===== config.mk =====
export PLATFORM = sky130hd
export DESIGN_NAME = sram_controller
export DESIGN_NICKNAME = d
export VERILOG_FILES = /design/src/rtl/sram_controller.sv
export SDC_FILE = /design/constraint.sdc
export NUM_CORES = 1
export LEC_CHECK = 0
export ABC_AREA = 1
export BUFFER_PORTS_ARGS = -buffer_cell sky130_fd_sc_hd__clkbuf_2
export CAP_MARGIN = 20
export CORE_MARGIN = 2
export CORE_UTILIZATION = 44
export DETAILED_ROUTE_END_ITERATION = 10
export GPL_TIMING_DRIVEN = 0
export PLACE_DENSITY_LB_ADDON = 0.08
export SYNTH_ARGS = -nofsm -noshare
export SYNTH_HDL_FRONTEND = slang
export SYNTH_SLANG_ARGS = --single-unit

===== constraint.sdc =====
create_clock -name clk -period 1.3 [get_ports clk]
set_clock_uncertainty 0.05 [all_clocks]
set_input_delay 0.065 -clock clk [delete_from_list [all_inputs] [get_ports clk]]
set_output_delay 0.065 -clock clk [all_outputs]
set_load 0.03 [all_outputs]

===== src/rtl/sram_controller.sv =====
// sram_controller: serves 32-bit MEM-stage loads/stores from a 16-bit
// asynchronous SRAM as two half-word accesses (low half, then high half),
// each held for WAIT_CYCLES+1 cycles. `ready` is low while an access is in
// flight, so the pipeline freezes on !ready.
//
// Handshake: the pipeline raises wr_en/rd_en and holds the request steady
// until it sees ready=1 (the DONE cycle). A request is accepted only in IDLE.
// In DONE the inputs still show the completed request and are ignored. The
// next request is taken in the following IDLE cycle.
module sram_controller #(
    parameter int BASE_ADDR   = 1024,
    parameter int WAIT_CYCLES = 1
) (
    input  logic        clk,
    input  logic        rst,
    input  logic        wr_en,
    input  logic        rd_en,
    input  logic [31:0] address,
    input  logic [31:0] write_data,
    output logic [31:0] read_data,
    output logic        ready,
    output logic [17:0] sram_addr,
    output logic [15:0] sram_dq_out,
    output logic        sram_dq_oe,
    input  logic [15:0] sram_dq_in,
    output logic        sram_we_n
);

    typedef enum logic [1:0] {
        S_IDLE = 2'd0,
        S_LOW  = 2'd1,
        S_HIGH = 2'd2,
        S_DONE = 2'd3
    } state_t;

    // Counter value on the final cycle of each half-word phase.
    localparam logic [2:0] LP_LAST = 3'(WAIT_CYCLES);

    state_t      r_state;
    logic [2:0]  r_cnt;
    logic [16:0] r_widx;
    logic [31:0] r_wdata;
    logic        r_is_write;
    logic [31:0] r_read_data;

    logic        w_req;
    logic [16:0] w_widx;

    assign w_req     = wr_en | rd_en;
    // Word index of the byte address relative to BASE_ADDR; the subtraction
    // wraps and the byte offset / upper bits are simply dropped.
    assign w_widx    = 17'((address - 32'(BASE_ADDR)) >> 2);
    assign read_data = r_read_data;

    // Access sequencer: capture the request, walk LOW -> HIGH -> DONE,
    // and latch read half-words on the last cycle of each phase.
    always_ff @(posedge clk) begin
        if (!rst) begin
            r_state     <= S_IDLE;
            r_cnt       <= 3'd0;
            r_widx      <= 17'd0;
            r_wdata     <= 32'd0;
            r_is_write  <= 1'b0;
            r_read_data <= 32'd0;
        end else begin
            case (r_state)
                S_IDLE: begin
                    r_cnt <= 3'd0;
                    if (w_req) begin
                        r_widx     <= w_widx;
                        r_wdata    <= write_data;
                        r_is_write <= wr_en;
                        r_state    <= S_LOW;
                    end
                end
                S_LOW: begin
                    if (r_cnt == LP_LAST) begin
                        if (!r_is_write) begin
                            r_read_data[15:0] <= sram_dq_in;
                        end
                        r_cnt   <= 3'd0;
                        r_state <= S_HIGH;
                    end else begin
                        r_cnt <= r_cnt + 3'd1;
                    end
                end
                S_HIGH: begin
                    if (r_cnt == LP_LAST) begin
                        if (!r_is_write) begin
                            r_read_data[31:16] <= sram_dq_in;
                        end
                        r_cnt   <= 3'd0;
                        r_state <= S_DONE;
                    end else begin
                        r_cnt <= r_cnt + 3'd1;
                    end
                end
                S_DONE: begin
                    r_state <= S_IDLE;
                end
            endcase
        end
    end

    // ready: low from the moment a request appears in IDLE until DONE.
    always_comb begin
        ready = 1'b0;
        case (r_state)
            S_IDLE: ready = !w_req;
            S_DONE: ready = 1'b1;
            default: ready = 1'b0;
        endcase
    end

    // SRAM pin decode from registered state only (no request-input path).
    always_comb begin
        sram_addr   = 18'd0;
        sram_dq_out = 16'd0;
        sram_dq_oe  = 1'b0;
        sram_we_n   = 1'b1;
        case (r_state)
            S_LOW: begin
                sram_addr = {r_widx, 1'b0};
                if (r_is_write) begin
                    sram_dq_out = r_wdata[15:0];
                    sram_dq_oe  = 1'b1;
                    sram_we_n   = 1'b0;
                end
            end
            S_HIGH: begin
                sram_addr = {r_widx, 1'b1};
                if (r_is_write) begin
                    sram_dq_out = r_wdata[31:16];
                    sram_dq_oe  = 1'b1;
                    sram_we_n   = 1'b0;
                end
            end
            default: begin
                sram_addr   = 18'd0;
                sram_dq_out = 16'd0;
                sram_dq_oe  = 1'b0;
                sram_we_n   = 1'b1;
            end
        endcase
    end

endmodule


Word level (Yosys, flattened, before mapping)
Index checks and enable logic that the tools add are counted.
{"block": "word_totals", "reg_bits": 87, "in_bits": 84, "out_inout_bits": 69, "word_cells": 41}
{"block": "op_classes", "n_mux": 15, "eq_ne": 7, "n_addsub": 2, "n_reduce_logical": 8, "n_bitwise": 2}
{"operator": "case mux 18 bit (2 select lines)", "n": 1}
{"operator": "2-to-1 mux 16 bit", "n": 2}
{"operator": "case mux 16 bit (2 select lines)", "n": 1}
{"operator": "subtractor 19 x 11 -> 19 bit (second input constant)", "n": 1}
{"operator": "AND reduction 3 bit", "n": 3}
{"operator": "case mux 2 bit (4 select lines)", "n": 1}
{"operator": "2-to-1 mux 2 bit", "n": 3}
{"operator": "inequality test 2 bit (second input constant)", "n": 3}
{"operator": "case mux 3 bit (2 select lines)", "n": 1}
{"operator": "== test 2 bit (second input constant)", "n": 2}
{"operator": "2-to-1 mux 1 bit", "n": 4}
{"operator": "adder 3 x 1 -> 3 bit (second input constant)", "n": 1}
{"operator": "== test 3 x 1 -> 1 bit (second input constant)", "n": 1}
{"operator": "2-to-1 mux 3 bit", "n": 1}
{"operator": "== test 2 x 1 -> 1 bit (second input constant)", "n": 1}
{"operator": "zero test 2 bit", "n": 1}
{"operator": "case mux 1 bit (2 select lines)", "n": 1}
{"operator": "AND reduction 2 bit", "n": 1}
{"operator": "nonzero test 2 bit", "n": 1}
{"operator": "OR reduction 2 bit", "n": 1}
{"operator": "zero test 1 bit", "n": 1}
{"operator": "NOT 1 bit", "n": 1}
{"operator": "bitwise OR 1 bit", "n": 1}

Depth between registers and ports, before layout
{"block": "logic_depth", "depth_word": 3, "depth_mapped": 8, "ltp_nobuf": 8}

Least setup slack after synthesis
OpenSTA, ideal clock, no wires.
{"block": "synth_timing", "kind": "flip-flop to output port", "from": "register r_state[0]", "to": "output sram_dq_out[0]", "t_required_ps": 1185, "path_slack_ps": -577, "arrival_ps": 1762, "stages_incl_launch_ff": 7, "n_path_buf": 2, "cell_sequence": "dfxtp_1 inv_1 ha_1 buf_4 buf_2 nand2_1 a21oi_1"}
{"block": "synth_via", "elab_chain_len": 2, "elab_cells_between_ends": 3, "classes_between": "2 x eq/ne; 1 x mux"}
{"element": "from (decl)", "line": "39", "text": "state_t r_state;"}
{"element": "from (signal assigned)", "line": "59", "text": "r_state <= S_IDLE;"}
{"element": "from (signal assigned)", "line": "73", "text": "r_state <= S_LOW;"}
{"element": "from (signal assigned)", "line": "82", "text": "r_state <= S_HIGH;"}
{"element": "== test 2 bit or == test 2 x 1 -> 1 bit (tied branches)", "line": "121", "text": "case (r_state)"}
{"element": "case mux 16 bit (2 select lines) (*)", "line": "121"}
{"element": "to (decl)", "line": "23", "text": "output logic [15:0] sram_dq_out,"}
Mark *: on every way between the ends. The rest lies on a longest branch, timed or not.

Worst setup path after layout
{"block": "layout_timing", "from": "register r_state[1]", "to": "output sram_addr[17]"}
{"block": "layout_via", "elab_chain_len": 2, "elab_cells_between_ends": 3, "classes_between": "2 x eq/ne; 1 x mux"}
{"element": "== test 2 bit or == test 2 x 1 -> 1 bit (tied branches)", "line": "121"}
{"element": "case mux 18 bit (2 select lines) (*)", "line": "121"}
{"element": "to (decl)", "line": "22", "text": "output logic [17:0] sram_addr,"}
Marks and branches as above.

==> results.tsv <==
stage	metric	value	unit
sta	finalWorstSetupSlack	-569	ps
yosys	ys_seq_area_frac	0.446	
sta	worstMarginPinSlew	662	ps
layout	layout_commonest_cell	clkbuf_2	
setup_path	cpPeakStageDelay	390	ps
setup_path	crit_chain	inv_4 -> ha_4 -> o21ai_4 -> buf_12 -> buf_6 -> nor2_4 -> clkbuf_8	
floorplan	die_w	98.2	um
clock_network	cts_buffers	9	
pwr	p_leak	2.97	nW
setup_path	worstPathRequired	1190	ps
yosys	synth_seq_cells	87	
drt	avgRoutedWirePerCell	17.9	um
yosys	syn_area	0.00391	mm^2
flow_run	cap_violations	0	
sta	slew_headroom	0.559	
layout	layout-drive-gt1-share	0.457	
global_routing	grt_pass1_vias	4723	
pwr	p_total	13.7	mW
yosys	yosysUniqueCellTypes	30	
floorplan	core	0.00868	mm^2
pwr	vdd_ir_drop_max	1.28	mV
floorplan	rows	34	
global_routing	grtUsageTotal	0.286	
pwr	p_comb_frac	0.586	
yosys	syn_inst	528	
floorplan	dieArea	0.00965	mm^2
setup_path	cp_slowest_cell	dfxtp_4	
drt	via_per_inst	5.39	
clock_network	clock_path_buffers	2	
yosys	netlist.area_leader.share	0.446	
global_routing	antenna_found_initial	0	
hold_path	holdPathStages	3	
sta	max_freq	535	MHz
setup_path	ff2ff_path_depth	9	
sta	hold_viol	0	
setup_path	critical_path_arrival	1750	ps
sta	setup_viol	122	
floorplan	ioPinCount	153	
yosys	synth_top_area_cell	dfxtp_1	
pwr	p_switching	6.01	mW
layout	fillers	474	
sta	min_period	1870	ps
outcome	violations	setup timing	
floorplan	die_h	98.2	um
drt	drcViolationCount	0	
layout	final_cell_mix	clkbuf_2 (103), dfxtp_1 (85), nand2_1 (83), dlygate4sd3_1 (59), nor2_1 (47)	
yosys	synth_edf_count	0	
clock_network	cts_max_level	3	
layout	syn_to_final_growth	88.0	%
setup_path	worstSetupPathType	reg2out	
clock_network	clk_latency	360	ps
layout	final_nets	863	
setup_path	crit_path_max_fanout	5	
yosys	syn_avg_cell_area	7.40	um^2
pwr	p_seq_frac	0.277	
setup_path	critical-path-top-delay-family	buffers and inverters	
clock_network	clkTransAtPathRegs	90	ps
layout	post-route-util	0.846	
drt	dr.pass1.iters	5	
hold_path	min_path_type	in2reg	
clock_network	root_buffer	clkbuf_8	
sta	rsz0062_at_grt	true	
sta	fin_crit_sh	1.44	
setup_path	worstReg2RegEnd	read_data[25]	
yosys	synthArstFlopShare	0	
drt	vias	4769	
hold_path	hold_start	wr_en	
sta	hold_ws	18.7	ps
drt	drt_iter0_drc	229	
yosys	synthFlopType	dfxtp_1	
clock_network	tritoncts	built	
global_routing	grt_first_pass_wirelength	22300	um
global_routing	grt.overflow.total	0	
layout	final_cells	885	
global_routing	grt_max_degree	17	
setup_path	cp-start-kind	register	
yosys	synthTopCellsByArea	dfxtp_1 (45%), nor2_1 (9.3%), a21oi_1 (8.3%)	
pwr	clock_power_share	0.137	
sta	slew_viol_final	0	
placement	place_congestion	0.824	
outcome	outcome	finished, violations left	
setup_path	r2r_slack	-260	ps
yosys	synth_warnings	0	
drt	wl	15900	um
yosys	synth_nets	619	
floorplan	initial_utilization	0.450	
hold_path	hold_end	r_is_write	
setup_path	r2r_start	r_state[0]	
placement	dp.cells	773	
placement	hpwl	8200	um
pwr	swShare	0.438	
clock_network	numClockSinks	87	
setup_path	critPathBufInv	4	
pwr	p_int	7.72	mW
layout	diodes	0	
placement	port_buffers	137	
drt	ant_nets	0	
setup_path	cp-end-kind	primary output	
pwr	p_per_area	1870	mW/mm^2
## synth_stat cells, types with 2 or more instances
cell and n:
a21oi_2 4, o21ai_1 10, dfxtp_1 87, buf_6 6, nand4_1 32, buf_2 19
nand3_4 2, inv_2 2, nand2_1 86, buf_4 4, nand3_1 8, clkbuf_1 4
o21ai_2 3, a21oi_1 65, buf_8 2, ha_1 7, inv_1 38, o21ai_0 41
nor2_1 97
## worst min-delay path, stage by stage
cell	delay [ps]
clkbuf_2	160
o21ai_2	90
a21oi_2	80
## routing by layer
metal | routed length (um) | GRT usage
met3 | 830 | 0.0544
met4 | 397 | 0.119
met2 | 8560 | 0.522
met5 | 0 | 0
met1 | 6090 | 0.325
## final cells by class
cell class | instances | area (um^2) | share of cell area
buffer | 34 | 363 | 0.0494
clock buffer | 10 | 138 | 0.0187
clock inverter | 6 | 50.0 | 0.00681
inverter | 42 | 184 | 0.0250
multi-input combinational | 363 | 2550 | 0.347
sequential | 87 | 1750 | 0.238
tap | 108 | 135 | 0.0184
timing repair buffer | 234 | 2170 | 0.295
timing repair inverter | 1 | 11.3 | 0.00153
## kinds of logic (layout without fill, tap and decap cells)
kind of cell	Yosys count	in the layout	share of synthesized area
simple gates	230	230	0.256
fa+ha+maj	7	7	0.0224
buf+inv	78	327	0.104
flops	87	87	0.446
xor+xnor	1	1	0.00224
compound gates	125	125	0.170
## metrics by stage
stage	worst slack, ps	setup TNS (ps)	cell area (um^2)
finish	-569	-29230	7340
CTS	-562	-23400	6870
global route	-613	-34840	7340
global placement	-429	-13820	5100
floorplan	-113	-2450	4280
detailed placement	-423	-15120	5100
## registers in the layout, indices dropped and copies added (netlist names)
signal	cells
r_cnt	3
r_wdata	32
r_widx	17
r_is_write	1
read_data	32
r_state	2
## how the worst max path moves through the flow
stage / from / end / slack, ps / depth (start not counted)
CTS: r_state[0] / sram_addr[7] / -560 / 8
global placement: r_state[1] / sram_addr[9] / -430 / 7
detailed placement: r_state[1] / sram_addr[13] / -420 / 7
floorplan: r_state[0] / sram_addr[11] / -110 / 6
global route: r_state[0] / sram_addr[17] / -610 / 8
finish: r_state[1] / sram_addr[17] / -570 / 7
## power by group through the flow
| stage | Clock, mW | Combinational (mW) | Sequential, mW |
|---|---|---|---|
| 2_1_floorplan | 0 | 3.41 | 3.75 |
| 3_3_place_gp | 0 | 4.47 | 3.66 |
| 3_5_place_dp | 0 | 4.55 | 3.69 |
| 4_1_cts | 1.88 | 6.84 | 3.62 |
| 5_1_grt | 1.99 | 8.51 | 3.85 |
| 6_report | 1.89 | 8.04 | 3.80 |
## timing repair
action                                  CTS  global route
gates cloned                             10             5
endpoints found under the hold margin    75             0
gates resized for setup                 184           125
setup buffers                            22             5
pin swaps                                23            28
endpoints found under the setup margin  118           123
hold buffers                             59             0
Note: power is estimated with default switching activity, not from simulation.
